==> config.mk <==
export PLATFORM = sky130hd
export DESIGN_NAME = fwd_scoreboard
export DESIGN_NICKNAME = d
export VERILOG_FILES = /design/src/rtl/fwd_scoreboard.sv
export SDC_FILE = /design/constraint.sdc
export NUM_CORES = 1
export LEC_CHECK = 0
export BUFFER_PORTS_ARGS = -buffer_cell sky130_fd_sc_hd__buf_2
export CAP_MARGIN = 20
export CELL_PAD_IN_SITES_DETAIL_PLACEMENT = 0
export CELL_PAD_IN_SITES_GLOBAL_PLACEMENT = 1
export CORE_ASPECT_RATIO = 0.7
export CORE_MARGIN = 2
export CORE_UTILIZATION = 35
export DETAILED_ROUTE_END_ITERATION = 12
export PLACE_DENSITY_LB_ADDON = 0.1
export SYNTH_ARGS = -nofsm -noshare
export SYNTH_HDL_FRONTEND = slang
export SYNTH_SLANG_ARGS = --single-unit
==> constraint.sdc <==
create_clock -name clk -period 3.4 [get_ports clk]
set_input_delay 0.17 -clock clk [delete_from_list [all_inputs] [get_ports clk]]
set_output_delay 0.17 -clock clk [all_outputs]
set_load 0.02 [all_outputs]
==> src/rtl/fwd_scoreboard.sv <==
// Forwarding scoreboard: tracks in-flight destination registers and picks the
// youngest ready producer per decode source, stalling on results not yet available.
module fwd_scoreboard #(
  parameter int unsigned NUM_SRC = 2,
  parameter int unsigned DEPTH   = 3,
  parameter int unsigned LAT_W   = 2,
  parameter int unsigned SEL_W   = $clog2(DEPTH + 1)
) (
  input  logic                       clk,
  input  logic                       reset_n,
  input  logic                       issue_valid,
  input  logic [4:0]                 issue_rd,
  input  logic                       issue_reg_write,
  input  logic [LAT_W-1:0]           issue_lat,
  input  logic [NUM_SRC*5-1:0]       src_addr,
  input  logic [NUM_SRC-1:0]         src_used,
  input  logic                       hold,
  input  logic                       flush,
  output logic [NUM_SRC*SEL_W-1:0]   fwd_sel,
  output logic                       stall,
  output logic [15:0]                stall_count
);

  localparam int unsigned RD_W  = 5;
  localparam int unsigned CNT_W = 16;

  logic [DEPTH-1:0] vld_q, vld_d;
  logic [DEPTH-1:0] rw_q, rw_d;
  logic [RD_W-1:0]  rd_q  [DEPTH];
  logic [RD_W-1:0]  rd_d  [DEPTH];
  logic [LAT_W-1:0] lat_q [DEPTH];
  logic [LAT_W-1:0] lat_d [DEPTH];
  logic [CNT_W-1:0] cnt_q, cnt_d;
  logic [NUM_SRC-1:0] not_rdy;
  logic [NUM_SRC-1:0] found;
  logic               load;

  // Youngest matching entry wins; a winner still counting down blocks issue.
  always_comb begin
    fwd_sel = '0;
    not_rdy = '0;
    found   = '0;
    for (int unsigned i = 0; i < NUM_SRC; i++) begin
      for (int unsigned k = 0; k < DEPTH; k++) begin
        if (!found[i] && src_used[i] && vld_q[k] && rw_q[k] &&
            (rd_q[k] != '0) && (rd_q[k] == src_addr[i*RD_W +: RD_W])) begin
          found[i] = 1'b1;
          if (lat_q[k] == '0) begin
            fwd_sel[i*SEL_W +: SEL_W] = SEL_W'(k + 1);
          end else begin
            not_rdy[i] = 1'b1;
          end
        end
      end
    end
    stall = issue_valid && !flush && (|not_rdy);
  end

  // Pipeline advance: shift entries, age latencies, insert issue or bubble.
  always_comb begin
    vld_d = vld_q;
    rw_d  = rw_q;
    rd_d  = rd_q;
    lat_d = lat_q;
    cnt_d = cnt_q;
    load  = issue_valid && !stall && !flush;
    if (!hold) begin
      for (int unsigned k = 1; k < DEPTH; k++) begin
        vld_d[k] = vld_q[k-1];
        rw_d[k]  = rw_q[k-1];
        rd_d[k]  = rd_q[k-1];
        lat_d[k] = (lat_q[k-1] == '0) ? '0 : lat_q[k-1] - LAT_W'(1);
      end
      vld_d[0] = load;
      rw_d[0]  = load && issue_reg_write;
      rd_d[0]  = load ? issue_rd : '0;
      lat_d[0] = load ? issue_lat : '0;
      if (stall && (cnt_q != '1)) begin
        cnt_d = cnt_q + CNT_W'(1);
      end
    end
  end

  always_ff @(posedge clk or negedge reset_n) begin
    if (!reset_n) begin
      vld_q <= '0;
      rw_q  <= '0;
      cnt_q <= '0;
      for (int unsigned k = 0; k < DEPTH; k++) begin
        rd_q[k]  <= '0;
        lat_q[k] <= '0;
      end
    end else begin
      vld_q <= vld_d;
      rw_q  <= rw_d;
      cnt_q <= cnt_d;
      for (int unsigned k = 0; k < DEPTH; k++) begin
        rd_q[k]  <= rd_d[k];
        lat_q[k] <= lat_d[k];
      end
    end
  end

  assign stall_count = cnt_q;

endmodule
# Word level (Yosys, flattened, before mapping)
# Index checks and enable logic that the tools add are counted.
[classes]
n_addsub = 3
mux = 30
n_eq_ne = 7
reduce_logical = 48
bitwise = 1
[ops]
columns = ["operator", "count"]
rows = [
  ["1-bit logical AND", 34],
  ["5-bit equality test", 6],
  ["2-bit two-way mux", 13],
  ["16-bit by 1-bit adder with 16-bit output (second input constant)", 1],
  ["1-bit two-way mux", 16],
  ["16-bit inequality test (second input constant)", 1],
  ["5-bit nonzero test", 3],
  ["1-bit zero test", 6],
  ["2-bit zero test", 3],
  ["5-bit two-way mux", 1],
  ["2-bit by 1-bit subtractor with 2-bit output (second input constant)", 2],
  ["2-bit AND reduction", 1],
  ["2-bit OR reduction", 1],
  ["1-bit NOT", 1],
]
[totals]
regBits = 43
output_inout_bits = 21
input_bits = 25
elab_cells = 98

# Depth between registers and ports, before layout
[depth]
depth_word = 25
depth_mapped = 9
mapped_depth_nobuf = 8

# Least setup slack after synthesis
# OpenSTA, ideal clock, no wires.
[synth_timing]
path_type = "reg-to-reg"
start = "register rd_q[6] (netlist bit)"
end = "register cnt_q[14] (netlist: stall_count[14])"
slack_ns = 0.810
period_less_slack_ns = 2.590
path_stages_with_launch = 10
t_arrival_ns = 2.461
t_required_ns = 3.271
setup_time_ns = 0.129
n_path_buf = 1
path_cell_list = "dfrtp_1 or4_1 o211ai_2 nor4_1 or4_4 a21oi_4 o21a_4 buf_8 nand4_1 xnor2_1"
[synth_via]
elab_chain_len = 15
elab_cells_between_ends = 31
classes_between = "eq/ne: 2; mux: 8; reduce/logical: 21"
[synth_lines]
columns = ["element", "line", "rtl"]
rows = [
  ["start, declared", "29", "logic [RD_W-1:0] rd_q [DEPTH];"],
  ["start signal, assigned by index", "98", "rd_q[k] <= rd_d[k];"],
  ["5-bit nonzero test", "46", "(rd_q[k] != '0) && (rd_q[k] == src_addr[i*RD_W +: RD_W])) begin"],
  ["1-bit logical AND", "45", "if (!found[i] && src_used[i] && vld_q[k] && rw_q[k] &&"],
  ["1-bit logical AND", "46", ""],
  ["1-bit two-way mux", "45", ""],
  ["1-bit zero test", "45", ""],
  ["1-bit logical AND (4 in series)", "45", ""],
  ["1-bit logical AND", "46", ""],
  ["1-bit two-way mux", "45", ""],
  ["2-bit OR reduction (*)", "56", "stall = issue_valid && !flush && (|not_rdy);"],
  ["1-bit logical AND (*)", "56", ""],
  ["1-bit logical AND (*)", "78", "if (stall && (cnt_q != '1)) begin"],
  ["2-bit AND reduction (no source line) (*)", "n/a", ""],
  ["end signal, assigned", "96", "cnt_q <= cnt_d;"],
  ["end, declared", "33", "logic [CNT_W-1:0] cnt_q, cnt_d;"],
]
# Mark *: on every way between the ends. The rest lies on a longest branch, timed or not.
# A chain may end at the register's enable or synchronous reset.

# Worst setup path in the final report
[layout_timing]
start = "register rd_q[6] (netlist bit)"
end = "output fwd_sel[3]"
[layout_via]
elab_chain_len = 11
elab_cells_between_ends = 14
classes_between = "eq/ne: 1; mux: 4; reduce/logical: 9"
[layout_lines]
columns = ["element", "line", "rtl"]
rows = [
  ["5-bit nonzero test", "46", ""],
  ["1-bit logical AND", "45", ""],
  ["1-bit logical AND (*)", "46", ""],
  ["1-bit two-way mux", "45", ""],
  ["1-bit zero test", "45", ""],
  ["1-bit logical AND (4 in series)", "45", ""],
  ["1-bit logical AND", "46", ""],
  ["2-bit two-way mux (*)", "45", ""],
  ["end, declared", "19", "output logic [NUM_SRC*SEL_W-1:0] fwd_sel,"],
]
# Marks and branches as above.

==> flow_summary.json <==
{
  "drv_slew": 0,
  "worstSetupStartpointType": "flip-flop",
  "drive_above_1_share_pct": 29.34,
  "dr.pass1.iters": 4,
  "crit_arrival_ns": 2.97,
  "period_needed_ns": 3.135,
  "netlist.area_leader.share_pct": 46.79,
  "fmax_mhz": 318.9,
  "grt_pass1_vias": 1639,
  "cts_buffers": 5,
  "die_y_um": 71.82,
  "ios": 46,
  "syn_to_final_growth_pct": 17.57,
  "placedCellCount": 327,
  "pwr-share-comb_pct": 12.4,
  "p_int_uw": 741.3,
  "final_util_pct": 43.08,
  "cp.required_ns": 3.23,
  "num_vias": 1719,
  "cp_top_family": "simple AND/OR/NAND/NOR gates",
  "cts_max_level": 2,
  "routed_via_density": 5.101,
  "clkSinkCount": 43,
  "yosys_warnings": 0,
  "synth_common_cells": "43 x dfrtp_1, 27 x xnor2_1, 18 x nand2_1, 18 x xor2_1, 15 x mux2_2",
  "fp.coreArea_um2": 6276,
  "final_cells": 337,
  "cts_buffer_depth": 2,
  "ys.flop_type": "dfrtp_1",
  "p_per_area_nw_per_um2": 377.2,
  "totalNegativeSetupSlack_ns": 0,
  "grt_pass1_wl_um": 9225,
  "grt_usage_pct": 16.93,
  "synthCells": 210,
  "clk_pin_slew_ns": 0.09,
  "hold_path.class": "primary input to flip-flop",
  "tightest_slew_ns": 0.8066,
  "setup_violations": 0,
  "multi_input_area_um2": 1182,
  "critPathBufInv": 1,
  "synth_nets": 236,
  "final_nets": 284,
  "routabilityCongestion": 0.8407,
  "ys_types": 36,
  "ys_ff_latch": 43,
  "finalHoldViolations": 0,
  "p_leak_nw": 1.271,
  "p_clk_share_pct": 32.0,
  "yosysTopAreaCell": "dfrtp_1",
  "antenna_found_initial": 0,
  "register_area_um2": 1076,
  "period_share_pct": 92.22,
  "synth.avg_cell_area_um2": 10.95,
  "placementRows": 24,
  "p_sw_uw": 278.6,
  "grt_overflow": 0,
  "ys_seq_area_share_pct": 46.79,
  "cts_tree": "done",
  "rsz0062_at_grt": "false",
  "run_status": "finished, final reports clean",
  "cts_root_buffer": "clkbuf_8",
  "yosys-top-cells-area": "dfrtp_1 47%, xnor2_1 10%, mux2_2 7.3%",
  "cts_resized": 0,
  "worstPathMaxFanout": 5,
  "max-vdd-ir-drop_v": 0.0001627,
  "worst_path_max_delay_cell": "or4_1",
  "critPathKind": "flip-flop to primary output",
  "switching_share_pct": 27.31,
  "post-cts-setup-buffer-count": 0,
  "wire_per_inst_um": 16.75,
  "cp-end-kind": "primary output",
  "synth_area_um2": 2300,
  "start_util_pct": 36.64,
  "clk_latency_ns": 0.30,
  "critical-path-max-stage-delay_ns": 0.56,
  "route.detailed.drc": 0,
  "worst_slew_margin_rel_pct": 45.73,
  "skew_ns": 0.007689,
  "die-area_um2": 7246,
  "dpl.hpwl_um": 4239,
  "cp_cell_sequence": "or4_1 -> o211ai_2 -> nor4_1 -> or4_4 -> or3_2 -> o21ai_0 -> buf_2",
  "drv_cap": 0,
  "die_w_um": 100.9,
  "grt_max_degree": 44,
  "synth_most_common_cell": "dfrtp_1",
  "drt_iter0_markers": 67,
  "synth_edf_count": 0,
  "place.port_buffers": 45,
  "routed_wl_um": 5646,
  "ys_async_sr_fraction_pct": 100.0,
  "diodes": 0,
  "fillCellCount": 630,
  "ant_nets": 0,
  "p_seq_share_pct": 55.6,
  "hold_buffers": 0
}
## through the flow
step                      hold slack, ns  power (mW)  instance area (um2)  worst slack [ns]
after floorplan                  -0.1256      0.6456                 2300            0.8096
after global placement            0.3873      0.7015                 2589            0.5450
after detailed placement          0.3889      0.7012                 2589            0.5841
after CTS                        0.06099       1.030                 2674            0.2392
after global routing             0.07157       1.076                 2704           0.08585
final                            0.07602       1.020                 2704            0.2645
## worst reg2reg max path, stage by stage, from the launching register on
cell and delay [ns]:
dfrtp_1 0.47, or4_1 0.56, o211ai_2 0.19, nor4_1 0.13
or4_4 0.53, a21oi_4 0.22, o21a_4 0.27, mux2_2 0.36
## layout by cell type, fill, tap and decap left out, types with 2 or more instances in the layout
| master | n |
|---|---|
| nor2_1 | 9 |
| xor2_1 | 18 |
| dfrtp_1 | 43 |
| inv_1 | 2 |
| buf_2 | 45 |
| xnor2_1 | 27 |
| a22o_1 | 8 |
| nor3_1 | 4 |
| o31ai_1 | 2 |
| o21ai_0 | 5 |
| or4_1 | 3 |
| nand3_1 | 10 |
| and3_1 | 3 |
| nand2b_1 | 3 |
| nand4_1 | 11 |
| nand3b_1 | 2 |
| nand2_1 | 18 |
| mux2_2 | 15 |
| nor4_1 | 5 |
| o211ai_1 | 2 |
| clkbuf_8 | 5 |
## worst paths after layout
check                                            start                     endpoint  slack (ns)  cells after the start
min                                        issue_rd[4]         rd_q[14]$_DFFE_PN0N_        0.08                      2
max reg2reg                        rd_q[6]$_DFFE_PN0N_   stall_count[1]$_DFFE_PN0P_        0.57                      7
min reg2reg                stall_count[12]$_DFFE_PN0P_  stall_count[12]$_DFFE_PN0P_        0.50                      1
min in group asynchronous                      reset_n         rd_q[14]$_DFFE_PN0N_        0.33                      2
max                                rd_q[6]$_DFFE_PN0N_                   fwd_sel[3]        0.26                      7
max in group asynchronous                      reset_n   stall_count[6]$_DFFE_PN0P_        2.58                      3
## power groups by stage
stage	Combinational, mW	Sequential, mW	Clock [mW]
floorplan	0.0809	0.565	0
global placement	0.124	0.577	0
detailed placement	0.124	0.577	0
CTS	0.125	0.567	0.338
global route	0.143	0.572	0.362
finish	0.126	0.567	0.326
## sequential cells by signal, indices dropped and copies added, names as in the netlist
signal       count
stall_count     16
lat_q            6
rd_q            15
vld_q            3
rw_q             3
## metal layers
| metal | vias up | share of wire (%) | GRT usage (%) |
|---|---|---|---|
| met5 | - | 0 | 0 |
| met4 | 0 | 0.81 | 4.566 |
| met1 | 824 | 56 | 28.50 |
| li1 | 846 | - | - |
| met2 | 44 | 38 | 20.74 |
| met3 | 5 | 5.0 | 3.902 |
## cell type report
| type | instances | share of cell area [%] |
|---|---|---|
| multi-input cells | 159 | 43.73 |
| clock buffers | 6 | 2.684 |
| inverters | 2 | 0.2776 |
| flip-flops and latches | 43 | 39.80 |
| well taps | 78 | 3.609 |
| repair buffers | 47 | 9.440 |
| clock inverters | 2 | 0.4627 |
## cells by family (layout without fill, tap and decap cells)
logic type | after synthesis | count (layout) | synth area share [%]
AO/OA/AOI/OAI | 24 | 24 | 8.651
XOR/XNOR | 45 | 45 | 17.14
adder cells (fa/ha/maj) | 1 | 1 | 0.5440
buffers and inverters | 8 | 57 | 1.795
flip-flops | 43 | 43 | 46.79
multiplexers | 15 | 15 | 7.345
AND/OR/NAND/NOR | 74 | 74 | 17.74
No activity file was read; power rests on OpenSTA's default activity.
